### config.mk
export PLATFORM = sky130hd
export DESIGN_NAME = maze_run_ctrl_flat
export DESIGN_NICKNAME = d
export VERILOG_FILES = /design/src/rtl/maze_run_if.sv /design/src/rtl/maze_run_ctrl.sv /design/src/flat_wrapper.sv
export SDC_FILE = /design/constraint.sdc
export NUM_CORES = 1
export LEC_CHECK = 0
export CAP_MARGIN = 20
export CORE_ASPECT_RATIO = 0.6
export CORE_MARGIN = 4
export CORE_UTILIZATION = 50
export CTS_BUF_LIST = sky130_fd_sc_hd__clkbuf_16
export DETAILED_ROUTE_END_ITERATION = 10
export PLACE_DENSITY = 0.78
export SLEW_MARGIN = 20
export SYNTH_ARGS = -nofsm -noshare
export SYNTH_HDL_FRONTEND = slang
export SYNTH_SLANG_ARGS = --single-unit
### constraint.sdc
create_clock -name clk -period 2.7 [get_ports clk]
set_input_delay 0.27 -clock clk [delete_from_list [all_inputs] [get_ports clk]]
set_output_delay 0.27 -clock clk [all_outputs]
set_load 0.005 [all_outputs]
### src/rtl/maze_run_if.sv
// Bus bundle for the Labyrinth run-sequencing controller.
// The master side issues the control pulses and observes the run status.
// The slave side is the controller itself.
interface maze_run_if;
    logic        start;
    logic        pause;
    logic        goal;
    logic        clear_best;
    logic [1:0]  state;
    logic [15:0] elapsed;
    logic [15:0] last_time;
    logic [15:0] best_time;
    logic        best_valid;
    logic        new_record;
    logic        timed_out;

    modport master (
        output start, pause, goal, clear_best,
        input  state, elapsed, last_time, best_time, best_valid, new_record, timed_out
    );

    modport slave (
        input  start, pause, goal, clear_best,
        output state, elapsed, last_time, best_time, best_valid, new_record, timed_out
    );
endinterface

### src/rtl/maze_run_ctrl.sv
// Labyrinth maze timer run controller.
// Owns the run state machine (IDLE/RUNNING/PAUSED/FINISHED), a time base
// that only advances while RUNNING, the elapsed run time in 1/TICK_RATE s
// steps, the final time of the last run and the session best time.
// Optional feature macro: MAZE_TIMEOUT_EN -- when defined, a run that
// reaches TIME_LIMIT finishes on its own and flags timed_out.
module maze_run_ctrl #(
    parameter int CLK_FREQ   = 100000000,
    parameter int TICK_RATE  = 10,
    parameter int TIME_LIMIT = 3000
) (
    input  logic       clk,
    input  logic       reset_n,
    maze_run_if.slave  bus
);

    typedef enum logic [1:0] {
        IDLE     = 2'd0,
        RUNNING  = 2'd1,
        PAUSED   = 2'd2,
        FINISHED = 2'd3
    } state_t;

    localparam int DIV_N = CLK_FREQ / TICK_RATE;
    localparam int DIV_W = (DIV_N > 1) ? $clog2(DIV_N) : 1;
    localparam logic [DIV_W-1:0] TICK_HIT = DIV_W'(DIV_N - 1);

`ifdef MAZE_TIMEOUT_EN
    localparam logic [15:0] LIMIT    = 16'(TIME_LIMIT);
    localparam logic [15:0] LIMIT_M1 = 16'(TIME_LIMIT - 1);
`endif

    state_t           state_q, state_d;
    logic [DIV_W-1:0] div_q, div_d;
    logic [15:0]      elapsed_q, elapsed_d;
    logic [15:0]      last_q, last_d;
    logic [15:0]      best_q, best_d;
    logic             valid_q, valid_d;
    logic             rec_q, rec_d;
    logic             tick;
`ifdef MAZE_TIMEOUT_EN
    logic             to_q, to_d;
`endif

    // Elapsed time never wraps: it sticks at all-ones.
    function automatic logic [15:0] sat_inc(input logic [15:0] v);
        return (v == 16'hFFFF) ? v : v + 16'd1;
    endfunction

    // State register: async reset back to IDLE.
    always_ff @(posedge clk or negedge reset_n) begin
        if (!reset_n) begin
            state_q <= IDLE;
        end else begin
            state_q <= state_d;
        end
    end

    // Next-state, time base, elapsed and record bookkeeping.
    always_comb begin
        state_d   = state_q;
        div_d     = div_q;
        elapsed_d = elapsed_q;
        last_d    = last_q;
        best_d    = best_q;
        valid_d   = valid_q;
        rec_d     = 1'b0;
`ifdef MAZE_TIMEOUT_EN
        to_d      = to_q;
`endif
        tick = (state_q == RUNNING) && (div_q == TICK_HIT);

        case (state_q)
            IDLE, FINISHED: begin
                // start beats a simultaneous pause; goal is meaningless here
                if (bus.start) begin
                    state_d   = RUNNING;
                    elapsed_d = 16'd0;
                    div_d     = '0;
                end
            end
            RUNNING: begin
                // divider keeps its phase; the tick it produces may be discarded below
                div_d = tick ? '0 : div_q + 1'b1;
                if (bus.goal) begin
                    state_d = FINISHED;
                    last_d  = elapsed_q;
`ifdef MAZE_TIMEOUT_EN
                    to_d    = 1'b0;
`endif
                    // strictly faster only: an equal time is not a record
                    if (!valid_q || (elapsed_q < best_q)) begin
                        best_d  = elapsed_q;
                        valid_d = 1'b1;
                        rec_d   = 1'b1;
                    end
                end else if (bus.pause) begin
                    state_d = PAUSED;
                end else if (tick) begin
`ifdef MAZE_TIMEOUT_EN
                    if (elapsed_q >= LIMIT_M1) begin
                        elapsed_d = LIMIT;
                        last_d    = LIMIT;
                        to_d      = 1'b1;
                        state_d   = FINISHED;
                    end else begin
                        elapsed_d = sat_inc(elapsed_q);
                    end
`else
                    elapsed_d = sat_inc(elapsed_q);
`endif
                end
            end
            PAUSED: begin
                // resume continues the same divider phase
                if (bus.pause) begin
                    state_d = RUNNING;
                end
            end
            default: begin
                state_d = IDLE;
            end
        endcase

        // forgetting the best overrides any record taken this cycle
        if (bus.clear_best) begin
            best_d  = 16'hFFFF;
            valid_d = 1'b0;
            rec_d   = 1'b0;
        end
    end

    // Datapath registers: all return to their reset values asynchronously.
    always_ff @(posedge clk or negedge reset_n) begin
        if (!reset_n) begin
            div_q     <= '0;
            elapsed_q <= 16'd0;
            last_q    <= 16'd0;
            best_q    <= 16'hFFFF;
            valid_q   <= 1'b0;
            rec_q     <= 1'b0;
        end else begin
            div_q     <= div_d;
            elapsed_q <= elapsed_d;
            last_q    <= last_d;
            best_q    <= best_d;
            valid_q   <= valid_d;
            rec_q     <= rec_d;
        end
    end

`ifdef MAZE_TIMEOUT_EN
    // Timeout flag register: describes how the most recent run ended.
    always_ff @(posedge clk or negedge reset_n) begin
        if (!reset_n) begin
            to_q <= 1'b0;
        end else begin
            to_q <= to_d;
        end
    end

    assign bus.timed_out = to_q;
`else
    assign bus.timed_out = 1'b0;
`endif

    assign bus.state      = state_q;
    assign bus.elapsed    = elapsed_q;
    assign bus.last_time  = last_q;
    assign bus.best_time  = best_q;
    assign bus.best_valid = valid_q;
    assign bus.new_record = rec_q;

endmodule

### src/flat_wrapper.sv
// flat-port wrapper written by rule: the top's interface ports become plain ports
module maze_run_ctrl_flat 
#(
    parameter int CLK_FREQ   = 100000000,
    parameter int TICK_RATE  = 10,
    parameter int TIME_LIMIT = 3000
)
  (clk, reset_n, bus_start, bus_pause, bus_goal, bus_clear_best, bus_state, bus_elapsed, bus_last_time, bus_best_time, bus_best_valid, bus_new_record, bus_timed_out);
  maze_run_if bus_i ();
  input  logic clk;
  input  logic reset_n;
  input wire logic [$bits(bus_i.start)-1:0] bus_start;
  input wire logic [$bits(bus_i.pause)-1:0] bus_pause;
  input wire logic [$bits(bus_i.goal)-1:0] bus_goal;
  input wire logic [$bits(bus_i.clear_best)-1:0] bus_clear_best;
  output wire logic [$bits(bus_i.state)-1:0] bus_state;
  output wire logic [$bits(bus_i.elapsed)-1:0] bus_elapsed;
  output wire logic [$bits(bus_i.last_time)-1:0] bus_last_time;
  output wire logic [$bits(bus_i.best_time)-1:0] bus_best_time;
  output wire logic [$bits(bus_i.best_valid)-1:0] bus_best_valid;
  output wire logic [$bits(bus_i.new_record)-1:0] bus_new_record;
  output wire logic [$bits(bus_i.timed_out)-1:0] bus_timed_out;
  assign bus_i.start = bus_start;
  assign bus_i.pause = bus_pause;
  assign bus_i.goal = bus_goal;
  assign bus_i.clear_best = bus_clear_best;
  assign bus_state = bus_i.state;
  assign bus_elapsed = bus_i.elapsed;
  assign bus_last_time = bus_i.last_time;
  assign bus_best_time = bus_i.best_time;
  assign bus_best_valid = bus_i.best_valid;
  assign bus_new_record = bus_i.new_record;
  assign bus_timed_out = bus_i.timed_out;
  maze_run_ctrl #(.CLK_FREQ(CLK_FREQ), .TICK_RATE(TICK_RATE), .TIME_LIMIT(TIME_LIMIT)) u_core (.clk(clk), .reset_n(reset_n), .bus(bus_i));
endmodule
==> results of run 1 <==
## flip-flops by register name, indices dropped and copies added (netlist names)
name                   cells
u_core.bus.best_time      16
u_core.bus.new_record      1
u_core.bus.best_valid      1
u_core.div_q              24
u_core.bus.last_time      16
u_core.bus.state           2
u_core.bus.elapsed        16
## kinds of logic (layout without fill, tap and decap cells)
family | Yosys count | count (layout) | synth area share
simple gates | 163 | 163 | 0.197
compound gates | 80 | 80 | 0.137
flops | 76 | 76 | 0.450
buf+inv | 44 | 123 | 0.0428
mux | 35 | 35 | 0.0874
fa+ha+maj | 19 | 19 | 0.0557
xor+xnor | 14 | 14 | 0.0287
other cells | 1 | 1 | 0.000879
## placed cells by master (no fill, tap or decap), drive strengths merged, types with 3 or more instances in the layout
cell type and instances:
a31oi 9, and4 8, nand4 10, clkdlybuf4s50 56, a21oi 26, nor3b 4, xnor2 3, inv 23
and3 16, mux2i 17, dfstp 16, nor2 65, nand3 12, o21ai 9, xor2 11, or4 3
a2111oi 3, nor3 3, dfrtp 60, mux2 18, a22o 5, ha 19, nor4b 4, clkbuf 9
a41o 5, nand2 23, o21a 4, o211ai 3, and2 4, buf 29, a211oi 4, or2 3
## what timing repair did
action / in CTS / in global routing
endpoints found under the setup margin: 0 / 10
hold endpoints to repair: 10 / 0
resized for setup: 0 / 2
hold buffers: 1 / 0
## final timing paths
path	end
max in group asynchronous	u_core.div_q[5]
worst max register to register	u_core.bus.best_time[1]
worst min-delay path	u_core.bus.elapsed[10]
worst min register to register	u_core.bus.last_time[10]
worst max-delay path	u_core.bus.best_time[1]
min in group clk	u_core.bus.last_time[10]
## metrics by stage
step	power (W)	setup WS [ps]	instances	util	hold WS, ps
floorplan	0.00266	119	432	-	-25.6
global placement	0.00338	248	603	0.630	186
detailed placement	0.00345	151	603	0.630	196
CTS	0.00473	104	619	0.669	364
global route	0.00501	-16.5	619	0.670	395
finish	0.00473	116	619	0.670	375
## worst max-delay path: cells and delay by family, from the launching register on
family / cells / cell delay, ps
flops: 1 / 540
compound gates: 2 / 460
buf+inv: 2 / 240
simple gates: 2 / 730
mux: 1 / 220
fa+ha+maj: 1 / 300
## area by class of cell
cell class | count | area share
multi-input cells | 312 | 0.402
flip-flops and latches | 76 | 0.355
repair buffers | 86 | 0.146
clock buffers | 9 | 0.0416
well taps | 108 | 0.0250
clock inverters | 6 | 0.0153
inverters | 22 | 0.0153
## layer usage
layer	vias to the layer above	global-route usage	wire length [um]
met3	10	0.0608	741
li1	1709	-	-
met2	127	0.343	4800
met1	1809	0.327	5110
met4	0	0.0493	85
met5	-	0	0
## power breakdown
part	total [W]	switching, W	internal, W
Clock	0.00126	0.000464	0.000797
Combinational	0.00191	0.00104	0.000866
Sequential	0.00156	0.000160	0.00140
Total	0.00473	0.00166	0.00307
==> impl_results.md, run 1 <==
* Maximum vdd ir drop at 0.000638 V
* Final Max Slew Viols at 0
* # rows at 25
* Normalized max-slew margin at 0.541
* Synth top area share at 0.352
* Maxcap violations at 0
* Synth unique cells at 55
* Final wirelength at 10.7 mm
* Worst-Margin Slew at 688 ps
* Clock tree buffer depth at 2
* Final layout net count at 532
* Most frequent cells after synthesis: nor2_1 (65), dfrtp_1 (60), a21oi_1 (26)
* Die width at 127 um
* Post-synth top flop: dfrtp_1
* Htree depth at 3
* CTS root buffer: clkbuf_16
* CTS tree: built
* Vias at 3,655
* CP Data Required Time at just under 3000 ps
* DRT antenna net count at 0
* Total CTS buffers at 9
* Critical-path top delay cell: or4_1
* Share of cells above drive strength 1 at 0.170
* Buffer count from post-CTS setup fixing at 0
* Drt pass-1 iters at 4
* PwrDens at 875 nW/um^2
* Setup TNS Final at 0 ps
* Worst R2R Start: u_core.bus.best_time[15]
* Most common cell in the netlist: nor2_1
* DIE AREA at between 10,000 and 15,000 um^2
* # diodes at 0
* Wire per inst at 17.4 um
* Antenna violations before repair at 0
* Pin count of the biggest net entering global routing at 37
* Core area at 8070 um^2
* Startpoint types: register
* Synth area leaders: dfrtp_1 (35%), dfstp_2 (9.9%), nor2_1 (5.7%)
* Async S/R FF share, synth at 1.00
* Clock transition at path regs at 60 ps
* # clock sinks at 76
* Remaining DRCs at 0
* Top Ports at 59
* Finished Cell Area at 5410 um^2
* Mapped Area at 4270 um^2
* DP HPWL at approximately 7.6 mm
* Worst Reg2Reg Path Length in Cells at 8
* Outcome: finished clean
* Worst Setup End Kind: register
* DR iter-0 viols at 269
* Hold Path Class: in -> async
* Die height at 79.6 um
* Sequential cell area fraction in the yosys report at 0.450
* Crit path launch: u_core.bus.best_time[15]
* Seq cells post-synth at 76
* First-pass GRT wire length at 18.2 mm
* Input/output buffers at 57
* Flop2flop setup slack at roughly 120 ps
* Synth Warn # at 0
* Period minus WS final at 2580 ps
* Gate Count Post-Synth at ~430
* Crit path kind: reg -> reg
* Number of global-route vias before repair at 3,558
* Final Hold Viols at 0
* Max Fclk at 0.387 GHz
* Syn_nets at 457
* Clk_skew at 6.87 ps
* Pleak at 2.56 nW
* Via/cell ratio at 5.90
* Layout overhead on the synthesized area at 26.8%
* Footprint of the multi-input gates at 2170 um^2
* Crit path max fanout at 11
* Total gr overflow at 0
* Register area at 1920 um^2
* Gr usage total at 0.227
* Fill cells at 634
* Placed cell area at 5080 um^2
* Synth area leader: dfrtp_1
* Syn avg cell area at 9.88 um^2
* Largest stage delay on the critical path at between 500 and 600 ps
* Post-synth EDFFs at 0
* Gpl congestion at ~0.83
* Initial Util at 0.529
* Crit path cell chain: inv_1, ha_1, nand4_1, or4_1, o32ai_2, o22a_1, buf_6, mux2i_1
* Final setup viols at 0
* Tcrit/Tclk final at 0.957
* WP data arrival at 2850 ps
* Worst-skew pair later-pin latency at 340 ps
Note: power is estimated with default switching activity, not from simulation.
==> run 2, diff against run 1 <==
--- a/config.mk
+++ b/config.mk
@@ -5,11 +5,13 @@
 export SDC_FILE = /design/constraint.sdc
 export NUM_CORES = 1
 export LEC_CHECK = 0
+export ABC_AREA = 0
 export CAP_MARGIN = 20
 export CORE_ASPECT_RATIO = 0.6
 export CORE_MARGIN = 4
 export CORE_UTILIZATION = 50
 export CTS_BUF_LIST = sky130_fd_sc_hd__clkbuf_16
+export CTS_CLUSTER_SIZE = 20
 export DETAILED_ROUTE_END_ITERATION = 10
 export PLACE_DENSITY = 0.78
 export SLEW_MARGIN = 20
==> results of run 2 <==
Same layout as run 1: the final DEF is identical, and so are final timing and power.
==> run 3, diff against run 2 <==
--- a/config.mk
+++ b/config.mk
@@ -6,6 +6,7 @@
 export NUM_CORES = 1
 export LEC_CHECK = 0
 export ABC_AREA = 0
+export ABC_CLOCK_PERIOD_IN_PS = 2700
 export CAP_MARGIN = 20
 export CORE_ASPECT_RATIO = 0.6
 export CORE_MARGIN = 4
==> results of run 3 <==
Same layout as run 1: the final DEF is identical, and so are final timing and power.
